===== src/rtl/fifo_rd_stream.sv =====
// Read-side stream controller for the async FIFO: pops into a 2-entry buffer, valid/ready out, drain/flush handshake.
// Optional word counter port word_cnt is built only when FIFO_RD_STREAM_CNT_EN is defined.
module fifo_rd_stream #(
  parameter int DATA_WIDTH = 8,
  parameter int CNT_WIDTH  = 16
) (
  input  logic                  rclk,
  input  logic                  rrst_n,
  input  logic                  enable,
  input  logic                  rempty,
  input  logic [DATA_WIDTH-1:0] rdata,
  output logic                  rinc,
  output logic                  out_valid,
  output logic [DATA_WIDTH-1:0] out_data,
  input  logic                  out_ready,
  input  logic                  drain_req,
  output logic                  drain_done
`ifdef FIFO_RD_STREAM_CNT_EN
  ,
  output logic [CNT_WIDTH-1:0]  word_cnt
`endif
);

  typedef enum logic [1:0] {ST_RUN, ST_FLUSH, ST_DONE} state_e;

  state_e                state_q;
  logic                  drain_done_q;
  logic [1:0]            cnt_q, cnt_d;
  logic [DATA_WIDTH-1:0] head_q, head_d;
  logic [DATA_WIDTH-1:0] tail_q, tail_d;
  logic                  rinc_raw;
  logic                  push;
  logic                  pop;
  logic                  flush_start;

  assign out_valid   = (cnt_q != 2'd0);
  assign out_data    = head_q;
  assign drain_done  = drain_done_q;
  assign pop         = out_valid & out_ready;
  assign flush_start = (state_q == ST_RUN) & drain_req;

  // Pop decision uses only registered count, so out_ready never reaches rinc.
  always_comb begin
    rinc_raw = 1'b0;
    case (state_q)
      ST_RUN:   rinc_raw = enable & ~rempty & (cnt_q != 2'd2);
      ST_FLUSH: rinc_raw = ~rempty;
      default:  rinc_raw = 1'b0;
    endcase
  end

  assign rinc = rinc_raw & rrst_n;
  assign push = rinc & (state_q == ST_RUN);

  always_comb begin
    head_d = head_q;
    tail_d = tail_q;
    cnt_d  = cnt_q;
    if (flush_start) begin
      cnt_d = 2'd0;
    end else begin
      case ({push, pop})
        2'b10: begin
          if (cnt_q == 2'd0) head_d = rdata;
          else               tail_d = rdata;
          cnt_d = cnt_q + 2'd1;
        end
        2'b01: begin
          head_d = tail_q;
          cnt_d  = cnt_q - 2'd1;
        end
        2'b11: begin
          // New word queues behind whatever becomes the head.
          if (cnt_q == 2'd1) begin
            head_d = rdata;
          end else begin
            head_d = tail_q;
            tail_d = rdata;
          end
        end
        default: ;
      endcase
    end
  end

  always_ff @(posedge rclk or negedge rrst_n) begin
    if (!rrst_n) begin
      cnt_q  <= 2'd0;
      head_q <= '0;
      tail_q <= '0;
    end else begin
      cnt_q  <= cnt_d;
      head_q <= head_d;
      tail_q <= tail_d;
    end
  end

  always_ff @(posedge rclk or negedge rrst_n) begin
    if (!rrst_n) begin
      state_q      <= ST_RUN;
      drain_done_q <= 1'b0;
    end else begin
      case (state_q)
        ST_RUN: begin
          if (drain_req) state_q <= ST_FLUSH;
        end
        ST_FLUSH: begin
          if (rempty) begin
            state_q      <= ST_DONE;
            drain_done_q <= 1'b1;
          end
        end
        ST_DONE: begin
          if (!drain_req) begin
            state_q      <= ST_RUN;
            drain_done_q <= 1'b0;
          end
        end
        default: begin
          state_q      <= ST_RUN;
          drain_done_q <= 1'b0;
        end
      endcase
    end
  end

`ifdef FIFO_RD_STREAM_CNT_EN
  logic [CNT_WIDTH-1:0] word_cnt_q;

  always_ff @(posedge rclk or negedge rrst_n) begin
    if (!rrst_n)          word_cnt_q <= '0;
    else if (flush_start) word_cnt_q <= '0;
    else if (pop)         word_cnt_q <= word_cnt_q + {{(CNT_WIDTH-1){1'b0}}, 1'b1};
  end

  assign word_cnt = word_cnt_q;
`endif

endmodule


===== config.mk =====
export PLATFORM = sky130hd
export DESIGN_NAME = fifo_rd_stream
export DESIGN_NICKNAME = d
export VERILOG_FILES = /design/src/rtl/fifo_rd_stream.sv
export SDC_FILE = /design/constraint.sdc
export NUM_CORES = 1
export LEC_CHECK = 0
export ABC_AREA = 1
export CAP_MARGIN = 40
export CORE_UTILIZATION = 30
export DETAILED_ROUTE_END_ITERATION = 16
export DONT_BUFFER_PORTS = 1
export PLACE_DENSITY = 0.43
export SYNTH_ARGS = -nofsm -noshare
export SYNTH_HDL_FRONTEND = slang
export SYNTH_SLANG_ARGS = --single-unit

===== constraint.sdc =====
create_clock -name rclk -period 1.6 [get_ports rclk]
set_input_delay 0.24 -clock rclk [delete_from_list [all_inputs] [get_ports rclk]]
set_output_delay 0.24 -clock rclk [all_outputs]
set_load 0.01 [all_outputs]

======== After elaboration in Yosys (flattened, before gate mapping) ========
Index checks and enable logic that the tools add are counted.
operators by class
  equal/unequal tests ..................... 13
  reduce and logical (&&, ||, !) cells .... 10
  bitwise operators ....................... 9
  $add $sub $neg .......................... 2
  mux-type cells .......................... 16
operators by type and width
  kind                 number
  $mux 8               4
  $pmux 8 s3           1
  $pmux 8 s2           1
  $ne 2x2->1 const B   7
  $reduce_and 3->1     3
  $mux 2               4
  $and 1x1->1          6
  $eq 2x1->1 const B   3
  $eq 2x2->1 const B   3
  $pmux 2 s3           1
  $reduce_bool 3->1    2
  $logic_not 2->1      2
  $pmux 2 s2           1
  $reduce_and 4->1     1
  $reduce_bool 2->1    2
  $not 1->1            3
  $pmux 1 s3           1
  $add 2x1->2 const B  1
  $mux 1               2
  $pmux 1 s2           1
  $sub 2x1->2 const B  1
word-level totals
  input bits .............................. 14
  word-level logic and storage cells ...... 55
  register bits ........................... 21
  output and inout bits ................... 11

======== Logic depth before layout (Yosys ltp) ========
Gate-level depths: netlist of the first run.
  depth in word-level cells ............... 9
  mapped depth ............................ 11
  depth with buffers taken out ............ 11

======== Least setup slack after synthesis of the first run ========
No wires, ideal clock.
  path type ............................... flip-flop to flip-flop
  from .................................... register cnt_q[0]
  to ...................................... register tail_q[1]
  data arrival time ....................... 1.386 ns
  path buffers ............................ 1
  setup time .............................. 0.117 ns
  stages on the path, launching flop included .. 12
  setup slack ............................. 0.097 ns
  cell sequence ........................... dfrtp_1 > inv_1 > ha_1 > inv_1 > nand2_1 > inv_2 > nand2_1 > nand3_2 > nor2_8 > buf_12 > nand2_2 > o21ai_2
RTL lines
  element                                                           RTL line  RTL
  from (decl)                                                       28        logic [1:0] cnt_q, cnt_d;
  from (signal assigned)                                            92        cnt_q <= cnt_d;
  $reduce_bool 2->1 *                                               36        assign out_valid = (cnt_q != 2'd0);
  net out_valid                                                     13        output logic out_valid,
  $and 1x1->1 *                                                     39        assign pop = out_valid & out_ready;
  $eq 2x2->1                                                        62        case ({push, pop})
  $ne 2x2->1 (no line) / $reduce_bool 2->1 (equally long branches)  --
  $reduce_and 4->1 (no line)                                        --
  to (signal assigned)                                              94        tail_q <= tail_d;
  to (decl)                                                         30        logic [DATA_WIDTH-1:0] tail_q, tail_d;
The timed path passes the listed nets; every way through them passes the cells marked *.
A chain may end at the register's enable or synchronous reset.

======== Worst setup path after layout of the first run ========
  from .................................... register cnt_q[0]
  to ...................................... output rinc
between the ends
  longest elaborated chain between the ends .. 4
RTL lines
  element      RTL line  RTL
  $ne 2x2->1   46        ST_RUN: rinc_raw = enable & ~rempty & (cnt_q != 2'd2);
  $and 1x1->1  46
  $pmux 1 s2   45        case (state_q)
  $and 1x1->1  52        assign rinc = rinc_raw & rrst_n;
  to (decl)    12        output logic rinc,
Every way passes these cells.

==> results of run 1 <==
[synth_stat cells, drive strengths merged]
cell and instances:
nor2 6, nand3 22, o21ai 17, o22ai 1
ha 3, buf 5, clkbuf 1, nand2 64
a21o 1, inv 22, nor3 1, dfrtp 21
a21oi 1, nand4 9
[registers in the layout, summed over array words and instances (netlist names)]
signal / cells
cnt_q: 2
drain_done: 1
out_data: 8
state_q: 2
tail_q: 8
[layout make-up]
cell class,instances,share of cell area
clock buffers,3,0.0259
multi-input cells,127,0.484
well taps,50,0.0392
clock inverters,1,0.00313
flip-flops and latches,21,0.329
inverters,22,0.0564
repair buffers,11,0.0627
[worst max-delay path, stage by stage (launching register included)]
cell     delay (ps)
dfrtp_1         410
inv_2           110
ha_4            150
inv_4            40
a21oi_4         130
nor2_4           50
buf_4           140
[cells in the final DEF, fill, tap and decap left out, drive strengths merged]
| cell | Yosys | final |
|---|---|---|
| nand3 | 22 | 23 |
| nor3 | 1 | 1 |
| ha | 3 | 3 |
| clkbuf | 1 | 3 |
| inv | 22 | 22 |
| o22ai | 1 | 1 |
| dfrtp | 21 | 21 |
| nand2 | 64 | 64 |
| dlygate4sd3 | 0 | 1 |
| a21oi | 1 | 1 |
| a21o | 1 | 1 |
| o21ai | 17 | 17 |
| nor2 | 6 | 7 |
| buf | 5 | 10 |
| nand4 | 9 | 9 |
| clkinv | 0 | 1 |
[cells by family after synthesis]
group / Yosys count
fa+ha+maj: 3
simple gates: 102
buf+inv: 28
compound gates: 20
flops: 21
[timing repair]
action / CTS / global route
gates cloned: 2 / 0
endpoints found under the setup margin: 6 / 19
pin swaps: 4 / 14
hold buffers: 1 / 0
gates resized for setup: 4 / 19
endpoints found under the hold margin: 21 / 0
setup buffers: 2 / 2
[per-layer routing]
metal  vias to the layer above  global-route usage  routed length, um
li1                        591                   -                  -
met1                       530               0.219               1530
met2                        29               0.225               1530
met3                         4              0.0329                189
met4                         0              0.0547                 37
met5                         -                   0                  0
[metrics by stage]
stage	instances	worst slack (ps)	util	total power [mW]	hold slack [ps]
floorplan	174	97.0	-	2.08	-55.6
global placement	224	33.3	0.338	2.37	-54.9
detailed placement	224	17.9	0.338	2.37	-54.9
CTS	233	0.158	0.364	2.87	72.9
global route	235	-13.1	0.385	3.32	75.0
finish	235	67.8	0.385	3.04	71.0
[worst min path at each step]
stage,end,slack (ps),depth (start not counted)
after floorplan,cnt_q[0],-60,0
after global placement,drain_done,-50,0
after detailed placement,drain_done,-50,0
after CTS,tail_q[1],70,2
after global routing,tail_q[1],80,2
final,tail_q[1],70,2
[power by group through the flow]
stage / clock [mW] / combinational (mW) / sequential, mW
6_report: 0.367 / 1.63 / 1.04
5_1_grt: 0.405 / 1.82 / 1.09
4_1_cts: 0.379 / 1.46 / 1.03
3_5_place_dp: 0 / 1.33 / 1.04
3_3_place_gp: 0 / 1.33 / 1.04
2_1_floorplan: 0 / 1.08 / 0.996
==> impl_metrics.ini, run 1 <==
[sta]
setup_tns_ps = 0
hold_viol_final = 0
relSlewSlack = 0.773
max_freq_mhz = 653
period_share = 0.958
setup_viol = 0
worst_pin_slew_ps = 339
slew_viol_final = 0
final.min_clock_period_ps = 1530
finClkSkew_ps = 4.64
rsz0062_at_grt = true

[power_and_ir_drop]
clockPowerShare = 0.121
p_seq_frac = 0.344
p_comb_frac = 0.535
peakVddDrop_mv = 0.460
leakage_nw = 0.768
powerDensity_nw_per_um2 = 1900
p_sw_mw = 1.44
swShare = 0.474
intPower_mw = 1.60

[setup_path]
timing.rr.start = cnt_q[1]
criticalPathCategory = reg2out
cp-end-kind = primary output
crit_start = cnt_q[0]
reg2reg_depth = 9
r2r_slack_ps = 80
crit_path_start_kind = register
timing.rr.end = tail_q[5]
cp.required_ps = 1360
crit_end = rinc
critPathMaxFanout = 3
arrival_ps = 1290

[clock_tree]
cts_buffer_depth = 2
root_buffer = clkbuf_8
htreeDepth = 1
cts.sinks = 21
clk_pin_slew_worst_paths_ps = 90
clk_latency_ps = 270
cts_tree = built
cts_buffers = 3

[detailed_routing]
drc_errors = 0
drtAntennaViolNets = 0
wl_um = 3290
via_count = 1154
dr.pass1.iters = 4
vias_per_cell = 4.91
routedWlPerCell_um = 14.0
drtIter0Drc = 61

[logic_synthesis]
syn-cell-area_um2 = 1330
synth_top_area_frac = 0.394
synth_top_family_by_area = simple AND/OR/NAND/NOR gates
synth_area_leader_cell = dfrtp_1
synth_fa_ha_area_frac = 0.0282
synth-compound-area-share = 0.0836
seq_area_frac_synth = 0.394
ys_types = 27
syn_nets = 191
yosys_warnings = 0
synth_xor_area_frac = 0
synth-seq-cells = 21
synth_area_leaders = dfrtp_1 (39%), nand2_1 (16%), nand3_1 (7.5%)
synth-simple-area-share = 0.391
synth.avg_cell_area_um2 = 7.66
synthCells = 174
synth_mux_area_frac = 0

[run_status]
status = complete, no violations

[layout]
n_fill_cell = 436
fin_nets = 203
fin_area_um2 = 1600
multiInputGateArea_um2 = 772
synthToLayoutAreaGrowth_pct = 19.8
n_antenna_cell = 0
drive_above_1_share = 0.259
ff_latch_area_um2 = 526

[die]
io_pins = 25
die_height_um = 68.6
start_util = 0.322
row_count = 23
core_area_um2 = 4140
die-width_um = 68.6
dieArea_um2 = 4710

[global_route]
grt_usage = 0.154
antenna_found_initial = 0
grt_max_degree = 22
grt_pass1_wl_um = 5250
first_global_vias = 1060
grt_overflow = 0

[placed_design]
detailed_place_hpwl_um = 2200
place_area_um2 = 1400
place_congestion = 0.815
io_buffer_count = 0

[flow_run]
maxCapViolCount = 0

[hold_path]
hp-start = rdata[1]
worstHoldPathType = in2reg
No activity file was read; power rests on OpenSTA's default activity.
==> inputs of run 2 (changes only) <==
--- a/config.mk
+++ b/config.mk
@@ -5,8 +5,9 @@
 export SDC_FILE = /design/constraint.sdc
 export NUM_CORES = 1
 export LEC_CHECK = 0
-export ABC_AREA = 1
 export CAP_MARGIN = 40
+export CORE_ASPECT_RATIO = 0.8
+export CORE_MARGIN = 2
 export CORE_UTILIZATION = 30
 export DETAILED_ROUTE_END_ITERATION = 16
 export DONT_BUFFER_PORTS = 1
==> run 2 against run 1 <==
  * The run now ends with negative setup slack left
  * Fmax decreased by 15%
  * Cell area decreased by 12%
  * Global-route usage decreased by 2.4 points
  * Routed wire length decreased by 29%
  * Clock skew decreased by 1.9 ps
  * Register-to-register slack got worse by 280 ps
  * Non-clock buffer count increased by 9
  * Combinational power decreased by 25%
  * Worst setup slack got worse by 270 ps
  * Total power decreased by 13%
  * Die area decreased by 15%
  * Largest power group unchanged
==> impl_metrics.ini, run 2 <==
[setup_path]
timing.rr.start = cnt_q[0]
cp-end-kind = register
critPathMaxStageDelay_ps = 400
r2r_slack_ps = -200
criticalPathCategory = reg2reg
crit_path_start_kind = register
crit_start = cnt_q[0]
reg2reg_depth = 6
cp.required_ps = 1750
cp_num_buf_inv = 2
crit_path_top_delay_cell = dfrtp_1
timing.rr.end = tail_q[4]
critPathTopFamily = flip-flops
crit_chain = buf_4 -> ha_4 -> a21o_1 -> or3_1 -> buf_6 -> mux2_4
critPathMaxFanout = 8
arrival_ps = 1950

[sta]
worst_pin_slew_ps = 440
rsz0062_at_grt = true
setup_slack_ps = -200
slew_viol_final = 0
relSlewSlack = 0.706
setup_viol = 17
final.min_clock_period_ps = 1800
hold_ws_ps = 123
period_share = 1.13
finClkSkew_ps = 2.70
setup_tns_ps = -2740
max_freq_mhz = 555
hold_viol_final = 0

[die]
start_util = 0.311
die_height_um = 57.1
row_count = 19
io_pins = 25
dieArea_um2 = 4010
core_area_um2 = 3400
die-width_um = 70.3

[detailed_routing]
dr.pass1.iters = 2
vias_per_cell = 4.83
drc_errors = 0
drtIter0Drc = 45
drtAntennaViolNets = 0
wl_um = 2350
routedWlPerCell_um = 15.0
via_count = 759

[hold_path]
hp-start = rdata[5]
hold_end = tail_q[5]
worstHoldPathType = in2reg
hold_depth = 1

[global_route]
grt_max_degree = 22
grt_overflow = 0
first_global_vias = 846
grt_usage = 0.129
grt_pass1_wl_um = 4060
antenna_found_initial = 0

[placed_design]
io_buffer_count = 0
detailed_place_hpwl_um = 1600
place_congestion = 0.850

[clock_tree]
cts_buffer_depth = 2
clk_latency_ps = 260
htreeDepth = 1
cts_buffers = 3
root_buffer = clkbuf_8
cts.sinks = 21
clk_pin_slew_worst_paths_ps = 80
cts_tree = built

[layout]
n_fill_cell = 340
final_cell_mix = dfrtp_1 (21), buf_4 (16), inv_1 (10)
n_antenna_cell = 0
layout_commonest_cell = dfrtp_1
drive_above_1_share = 0.478
final_util = 0.415
synthToLayoutAreaGrowth_pct = 33.5
fin_nets = 133

[logic_synthesis]
ys_types = 28
synth_ff_type = dfrtp_1
synth_area_leaders = dfrtp_1 (50%), mux2_4 (11%), a21oi_1 (4.7%)
synth_commonest_cells = dfrtp_1 (21), inv_1 (12), a21oi_1 (10)
synth-compound-area-share = 0.154
syn-cell-area_um2 = 1060
synth-seq-cells = 21
synth-simple-area-share = 0.120
yosys.cell_count.top_type = dfrtp_1
synth_edf_count = 0
synth_top_area_frac = 0.498
synth_fa_ha_area_frac = 0.0450
syn_nets = 109
seq_area_frac_synth = 0.498
synth.avg_cell_area_um2 = 11.5
synth_xor_area_frac = 0.0166
yosys_warnings = 0
synth_mux_area_frac = 0.114
synth_area_leader_cell = dfrtp_1
synthCells = 92
synth_top_family_by_area = compound AO/OA/AOI/OAI gates
async_flop_share = 1.00

[run_status]
violations = negative setup slack
status = finished, violations left

[power_and_ir_drop]
total_power_mw = 2.63
leakage_nw = 0.658
powerDensity_nw_per_um2 = 1860
peakVddDrop_mv = 0.758

[flow_run]
maxCapViolCount = 0
## run 2: cell types whose count changed after synthesis, sizes merged, moves of 7 or more
cell	change
a21oi	+9
nand4	-8
nand3	-22
o22ai	+7
inv	-10
mux2	+8
o21ai	-14
nand2	-60
## run 2: layer usage
metal,track usage,part of all wire
met1,0.172,0.49
met2,0.210,0.47
met3,0.0459,0.040
met4,0.0165,0.0055
met5,0,0
## run 2: final cells by class
cell class,instances,area (um2),area share
Inverter,12,45.0,0.0319
Clock buffer,3,41.3,0.0293
Timing Repair Buffer,20,168,0.119
Multi-Input combinational cell,58,573,0.406
Tap cell,42,52.6,0.0373
Clock inverter,1,5.00,0.00355
Sequential cell,21,526,0.373
## run 2: cells by family (layout without fill, tap and decap cells)
group,count (synthesis),count (layout)
AO/OA/AOI/OAI,27,27
AND/OR/NAND/NOR,17,17
multiplexers,8,8
XOR/XNOR,2,2
flip-flops,21,21
adder cells (fa/ha/maj),4,4
buffers and inverters,13,36
## run 2: worst max path at each step
stage                  endpoint  slack, ps  depth (start not counted)
global placement    out_data[7]       -250                          7
global route        out_data[0]       -250                          7
finish                tail_q[4]       -200                          6
CTS                   tail_q[3]       -210                          6
floorplan             tail_q[0]       -250                          7
detailed placement  out_data[0]       -280                          7
## run 2: repair_timing
item,CTS,global route
setup buffers,3,1
hold buffers,1,0
endpoints found under the hold margin,21,0
resized for setup,11,10
pin swaps,4,5
setup endpoints to repair,18,18
## run 2: where the power goes
part           internal, mW  switching, mW  leakage (nW)
Combinational         0.710          0.522         0.380
Sequential            0.789          0.256         0.253
Clock                 0.173          0.178        0.0255
Total                  1.67          0.956         0.658
## run 2: metrics by stage
stage / setup WS (ps) / cells / instance area, um2
final: -200 / 157 / 1410
after global routing: -251 / 157 / 1410
after CTS: -207 / 155 / 1320
after detailed placement: -276 / 148 / 1210
after global placement: -247 / 148 / 1210
after floorplan: -249 / 92 / 1060
==> inputs of run 3 (changes only) <==
--- a/config.mk
+++ b/config.mk
@@ -5,6 +5,7 @@
 export SDC_FILE = /design/constraint.sdc
 export NUM_CORES = 1
 export LEC_CHECK = 0
+export ABC_CLOCK_PERIOD_IN_PS = 1600
 export CAP_MARGIN = 40
 export CORE_ASPECT_RATIO = 0.8
 export CORE_MARGIN = 2
==> results of run 3 <==
The final DEF is identical to that of run 2; final timing and power are the same.
